--- src/rtl/regfile_wb_arbiter.sv ---
// Writeback arbiter for the register file's single write port.
// It holds one entry each for the load unit, the ALU and the debug host, and issues one write per cycle.
module regfile_wb_arbiter #(
    parameter int DATA_W       = 32,
    parameter int ADDR_W       = 6,
    parameter int NREGS        = 32,
    parameter int STARVE_LIMIT = 4
) (
    input  logic              clk,
    input  logic              reset,
    input  logic              ld_valid,
    output logic              ld_ready,
    input  logic [ADDR_W-1:0] ld_addr,
    input  logic [DATA_W-1:0] ld_data,
    input  logic              alu_valid,
    output logic              alu_ready,
    input  logic [ADDR_W-1:0] alu_addr,
    input  logic [DATA_W-1:0] alu_data,
    input  logic              dbg_valid,
    output logic              dbg_ready,
    input  logic [ADDR_W-1:0] dbg_addr,
    input  logic [DATA_W-1:0] dbg_data,
    output logic              rf_we,
    output logic [ADDR_W-1:0] rf_waddr,
    output logic [DATA_W-1:0] rf_wdata,
    output logic [NREGS-1:0]  pending_mask,
    output logic              drop_err
);

    localparam int NSRC  = 3;
    localparam int LD    = 0;
    localparam int ALU   = 1;
    localparam int DBG   = 2;
    localparam int CNT_W = $clog2(STARVE_LIMIT + 1);
    localparam logic [ADDR_W:0]  NREGS_W   = (ADDR_W + 1)'(NREGS);
    localparam logic [CNT_W-1:0] LIMIT_CNT = CNT_W'(STARVE_LIMIT);

    logic [NSRC-1:0]   in_valid, in_range, full, grant, ready, fire;
    logic [ADDR_W-1:0] in_addr   [NSRC];
    logic [DATA_W-1:0] in_data   [NSRC];
    logic [ADDR_W-1:0] slot_addr [NSRC];
    logic [DATA_W-1:0] slot_data [NSRC];
    logic [ADDR_W-1:0] sel_addr;
    logic [DATA_W-1:0] sel_data;
    logic [CNT_W-1:0]  starve_cnt;
    logic              promote;

    always_comb begin
        in_valid     = {dbg_valid, alu_valid, ld_valid};
        in_addr[LD]  = ld_addr;
        in_addr[ALU] = alu_addr;
        in_addr[DBG] = dbg_addr;
        in_data[LD]  = ld_data;
        in_data[ALU] = alu_data;
        in_data[DBG] = dbg_data;
        for (int s = 0; s < NSRC; s++) begin
            in_range[s] = {1'b0, in_addr[s]} < NREGS_W;
        end
    end

    // A dbg entry that has lost STARVE_LIMIT times in a row overrides fixed priority.
    always_comb begin
        promote    = full[DBG] && (starve_cnt == LIMIT_CNT);
        grant[LD]  = full[LD] && !promote;
        grant[ALU] = full[ALU] && !full[LD] && !promote;
        grant[DBG] = full[DBG] && (promote || (!full[LD] && !full[ALU]));
        ready      = reset ? '0 : (~full | grant);
        fire       = in_valid & ready;
    end

    assign ld_ready  = ready[LD];
    assign alu_ready = ready[ALU];
    assign dbg_ready = ready[DBG];

    // NOTE: every variable assigned in always_comb gets a default first, so no path can infer a latch.
    always_comb begin
        sel_addr = slot_addr[LD];
        sel_data = slot_data[LD];
        if (grant[ALU]) begin
            sel_addr = slot_addr[ALU];
            sel_data = slot_data[ALU];
        end
        if (grant[DBG]) begin
            sel_addr = slot_addr[DBG];
            sel_data = slot_data[DBG];
        end
    end

    // NOTE: state updates use non-blocking assignments, so every read in this block sees the pre-edge values.
    always_ff @(posedge clk) begin
        if (reset) begin
            full       <= '0;
            starve_cnt <= '0;
            rf_we      <= 1'b0;
            rf_waddr   <= '0;
            rf_wdata   <= '0;
            drop_err   <= 1'b0;
        end else begin
            for (int s = 0; s < NSRC; s++) begin
                if (fire[s] && in_range[s]) begin
                    full[s] <= 1'b1;
                end else if (grant[s]) begin
                    full[s] <= 1'b0;
                end
            end
            drop_err <= |(fire & ~in_range);
            if (!full[DBG] || grant[DBG]) begin
                starve_cnt <= '0;
            end else if (starve_cnt != LIMIT_CNT) begin
                starve_cnt <= starve_cnt + CNT_W'(1);
            end
            rf_we <= |grant;
            if (|grant) begin
                rf_waddr <= sel_addr;
                rf_wdata <= sel_data;
            end
        end
    end

    // NOTE: slot payloads have no reset; the full bits alone decide whether a payload is meaningful.
    always_ff @(posedge clk) begin
        for (int s = 0; s < NSRC; s++) begin
            if (fire[s] && in_range[s]) begin
                slot_addr[s] <= in_addr[s];
                slot_data[s] <= in_data[s];
            end
        end
    end

    always_comb begin
        pending_mask = '0;
        for (int r = 0; r < NREGS; r++) begin
            for (int s = 0; s < NSRC; s++) begin
                if (full[s] && slot_addr[s] == ADDR_W'(r)) pending_mask[r] = 1'b1;
            end
            if (rf_we && rf_waddr == ADDR_W'(r)) pending_mask[r] = 1'b1;
        end
    end

endmodule

--- config.mk ---
export PLATFORM = sky130hd
export DESIGN_NAME = regfile_wb_arbiter
export DESIGN_NICKNAME = d
export VERILOG_FILES = /design/src/rtl/regfile_wb_arbiter.sv
export SDC_FILE = /design/constraint.sdc
export NUM_CORES = 1
export LEC_CHECK = 0
export ABC_AREA = 0
export CAP_MARGIN = 10
export CORE_ASPECT_RATIO = 0.8
export CORE_MARGIN = 4
export CORE_UTILIZATION = 48
export CTS_CLUSTER_DIAMETER = 40
export DETAILED_ROUTE_END_ITERATION = 12
export PLACE_DENSITY = 0.91
export SETUP_SLACK_MARGIN = 0.05
export SLEW_MARGIN = 30
export SYNTH_ARGS = -nofsm -noshare
export SYNTH_HDL_FRONTEND = slang
export SYNTH_SLANG_ARGS = --single-unit
export TNS_END_PERCENT = 100
--- constraint.sdc ---
create_clock -name clk -period 5.1 [get_ports clk]
set_input_delay 0.51 -clock clk [delete_from_list [all_inputs] [get_ports clk]]
set_output_delay 0.51 -clock clk [all_outputs]
set_load 0.01 [all_outputs]
; ---- Word level (Yosys, flattened, before mapping)
; Memory sizes are Yosys's and may differ from the RTL's.
; Index checks and enable logic that the tools add are counted.
[classes]
n_bitwise = 5
n_eq_ne = 126
muxes = 145
n_addsub = 1
n_reduce_logical = 153
order_cmp = 3
[op_table]
columns = cell, n
row1 = $eq 6x5->1 const B, 64
row2 = $eq 6x4->1 const B, 32
row3 = $mux 1, 140
row4 = $logic_and 1x1->1, 137
row5 = $eq 6x3->1 const B, 16
row6 = $mux 32, 2
row7 = $eq 6x2->1 const B, 8
row8 = $eq 6x1->1 const B, 4
row9 = $logic_not 6->1, 4
row10 = $lt 6x6->1 const B, 3
row11 = $mux 6, 2
row12 = $and 3x3->3, 2
row13 = $not 3->3, 2
row14 = $reduce_bool 2->1, 3
row15 = $reduce_or 3->1, 2
row16 = $logic_not 1->1, 4
row17 = $add 3x1->3 const B, 1
row18 = $eq 3x3->1 const B, 1
row19 = $mux 3, 1
row20 = $ne 3x3->1 const B, 1
row21 = $or 3x3->3, 1
row22 = $logic_or 1x1->1, 2
row23 = $reduce_or 2->1, 1
[word_totals]
ramBits = 114
memories = 2
in_bits = 119
regBits = 46
elab_cells = 443
[mem_list]
columns = name, depth, word_bits, read_ports, rd_clocked_by_memory_dff, wr, line_no
row1 = slot_data, 3, 32, 3, 0, 3, 42  ; logic [DATA_W-1:0] slot_data [NSRC];
row2 = slot_addr, 3, 6, 3, 0, 3, 41  ; logic [ADDR_W-1:0] slot_addr [NSRC];

; ---- Longest topological paths before layout
[depth]
word_depth = 10
depth_mapped = 7
ltp_nobuf = 5

; ---- Worst setup path after synthesis
; No wires, ideal clock.
[synth_path]
kind = register to register
start = reg starve_cnt[0]
end = mem slot_addr[0][0] (enable)
required_ns = 4.609
path_stages_with_launch = 5
setup_slack_ns = 0.866
synth_period_minus_slack_ns = 4.234
arrival_ns = 3.743
setup_ns = 0.491
cell_sequence = dfxtp_1 -> inv_1 -> ha_1 -> and3_1 -> a211oi_1
[synth_rtl]
columns = element, line_no
row1 = start: declaration, 45  ; logic [CNT_W-1:0] starve_cnt;
row2 = start signal: assignment, 110  ; starve_cnt <= starve_cnt + CNT_W'(1);
row3 = end: declaration, 41

; ---- Worst setup path in the final report
[layout_path]
start = in reset
end = out alu_ready
[layout_via]
elab_chain_len = 1
[layout_rtl]
columns = element, line_no
row1 = start: declaration, 10  ; input logic reset,
row2 = $mux 3, 67  ; ready = reset ? '0 : (~full | grant);
row3 = end: declaration, 16  ; output logic alu_ready,
; No other way between the ends.

==> results.sh <==
export IMPL_p_leak_uw=0.00313
export IMPL_relSlewSlack=0.390
export IMPL_required_ps=4590
export IMPL_max_stage_delay_ps=850
export IMPL_synth_edf_count=114
export IMPL_drc=0
export IMPL_period_share=0.685
export IMPL_path_class="input pin to primary output"
export IMPL_ys_ff_latch=160
export IMPL_period_needed_ps=3490
export IMPL_final_nets=883
export IMPL_grt_use_total=0.251
export IMPL_post_route_cells_drive_above_1_share=0.0852
export IMPL_syn_area_um2=7100
export IMPL_fin_area_um2=9710
export IMPL_hold_viol_final=0
export IMPL_cpMaxStageDelayCell="clkdlybuf4s50_1"
export IMPL_coreArea_um2=14400
export IMPL_clkTransAtPathRegs_ps=60
export IMPL_final_setup_tns_ps=0
export IMPL_status="complete, no violations"
export IMPL_finalSetupViolations=0
export IMPL_met2_usage=0.406
export IMPL_cts_tree="done"
export IMPL_cts_root_buf="clkbuf_16"
export IMPL_worstPathMaxFanout=39
export IMPL_crit_buf_inv=2
export IMPL_drt_initial_drc_count=671
export IMPL_cts_buffer_depth=2
export IMPL_fin_skew_ps=7.13
export IMPL_die_y_um=117
export IMPL_overflow=0
export IMPL_max_cap_viol_count=0
export IMPL_pwr_density_cell_nw_per_um2=317
export IMPL_worst_slew_pin_slew_ps=909
export IMPL_grt_max_degree=50
export IMPL_path_cells="clkdlybuf4s50_1, a31o_2, o22ai_1, clkdlybuf4s50_1"
export IMPL_grt_met1_usage=0.330
export IMPL_diodes=0
export IMPL_cts_setup_buffers=0
export IMPL_syn_avg_cell_area_um2=11.9
export IMPL_clkSinkCount=160
export IMPL_syn_inst=596
export IMPL_worstPathArrival_ps=2980
export IMPL_synth_common_cells="114 x edfxtp_1, 90 x nand3_1, 50 x nand2_1, 46 x dfxtp_1, 41 x a21oi_1"
export IMPL_ctsHoldBuffers=0
export IMPL_dp_hpwl_mm=14.5
export IMPL_wl_per_cell_um=21.8
export IMPL_final_max_slew_viol_count=0
export IMPL_synth_nets=717
export IMPL_grt_pass1_wl_mm=31.9
export IMPL_grt_pass1_vias=5854
export IMPL_start_util=0.493
export IMPL_synth_area_leaders="edfxtp_1 48%, dfxtp_1 13%, nand3_1 6.3%, a221o_1 4.2%, nand3b_1 4.0%"
export IMPL_antenna_found_initial=0
export IMPL_ir_drop_uv=236
export IMPL_htreeDepth=4
export IMPL_drt_total_wl_mm=20.9
export IMPL_globalRoute_busiestLayer="met2"
export IMPL_numPortBuffers=193
export IMPL_fin_util=0.674
export IMPL_use_met3=0.0716
export IMPL_cp_top_family="buffers and inverters"
export IMPL_rsz0062_at_grt="no"
export IMPL_place_congestion=0.958
export IMPL_rows=39
export IMPL_dr_total_vias=5926
export IMPL_vias_per_cell=6.18
export IMPL_post_cts_resize_count=0
export IMPL_fmax_mhz=286
export IMPL_start_kind="input pin"
export IMPL_syn_to_final_growth_pct=36.8
export IMPL_numCtsBuffers=17
export IMPL_placed_cell_area_um2=9090
export IMPL_synthFlopType="edfxtp_1"
export IMPL_hp_class="flop to flop"
export IMPL_synthMostInstantiatedCell="edfxtp_1"
export IMPL_ys_async_sr_fraction=0
export IMPL_worst_path_most_repeated_cell="clkdlybuf4s50_1"
export IMPL_synth_top_area_frac=0.482
export IMPL_seq_area_frac_synth=0.612
export IMPL_endpoint_kind="primary output"
export IMPL_yosysWarnings=0
export IMPL_yosysUniqueCellTypes=47
export IMPL_ios=194
export IMPL_fp_dieW_um=144
export IMPL_firstDrtPassIters=5
export IMPL_die_area_um2=16800
export IMPL_ant_nets=0
export IMPL_clk_latency_ps=420
export IMPL_yosys_area_top_type="edfxtp_1"
-- per-layer routing --
metal  part of all wire  wire length [um]  vias up
met5                  0                 0        -
met4              0.016               340        0
met3               0.10              2150       42
met2               0.47              9750      379
met1               0.41              8640     2852
li1                   -                 -     2653
-- placed cells by master (no fill, tap or decap), types with 3 or more instances in the layout --
master	count
nand3b_1	38
nand2_1	50
a221o_2	7
o2111ai_1	31
nand4_1	8
nand2b_1	9
nor3b_2	5
and2_1	7
nand3_1	90
a221o_1	30
nor2_1	12
inv_1	3
inv_8	3
dfxtp_1	44
clkinvlp_4	3
nor3_1	3
clkbuf_16	17
buf_4	4
nor2b_1	15
clkdlybuf4s50_1	193
and3b_1	3
edfxtp_1	114
a21oi_1	41
-- state kept, by name, summed over array words and instances, names as in the netlist --
name,count
rf_waddr,6
rf_wdata,32
starve_cnt,3
full,3
rf_we,1
slot_data,96
slot_addr,18
drop_err,1
-- through the flow --
step	total power (uW)	worst slack (ps)	std cells	hold slack [ps]
after floorplan	1640	866	596	448
final	3080	1610	959	470
after global routing	3180	1440	959	483
after detailed placement	1830	1580	926	457
after CTS	3100	1490	958	470
after global placement	1820	1610	924	451
-- worst register-to-register path: stages (launching register included) --
cell,delay (ps)
dfxtp_1,340
inv_1,80
ha_1,280
a31o_2,540
o22ai_1,330
nor2b_4,580
buf_16,250
-- kinds of logic after synthesis --
family          after synthesis  share of synthesized area
fa+ha+maj                     2                    0.00352
compound gates              121                      0.135
flops                       160                      0.612
xor+xnor                      1                    0.00123
buf+inv                      56                     0.0427
simple gates                256                      0.206
-- final timing paths --
kind / slack [ps] / endpoint / cells past startpoint / startpoint
worst max-delay path: 1610 / alu_ready / 4 / reset
worst min-delay path: 470 / rf_wdata[18] / 1 / slot_data[0][82]
worst max register to register: 2410 / slot_data[0][49] / 6 / starve_cnt[0]
worst min register to register: 470 / rf_wdata[18] / 1 / slot_data[0][82]
-- where the power goes --
| group | switching (uW) | internal, uW | total [uW] |
|---|---|---|---|
| Sequential | 48.4 | 1450 | 1500 |
| Clock | 525 | 745 | 1270 |
| Combinational | 135 | 174 | 310 |
-- layout make-up --
type / count / area, um^2
Inverter: 3 / 11.3
Clock buffer: 19 / 443
Clock inverter: 13 / 153
Fill cell: 1006 / 4690
Sequential cell: 160 / 4350
Tap cell: 184 / 230
Timing Repair Buffer: 200 / 2030
Multi-Input combinational cell: 380 / 2490
Power figures use the tool's default switching activity.
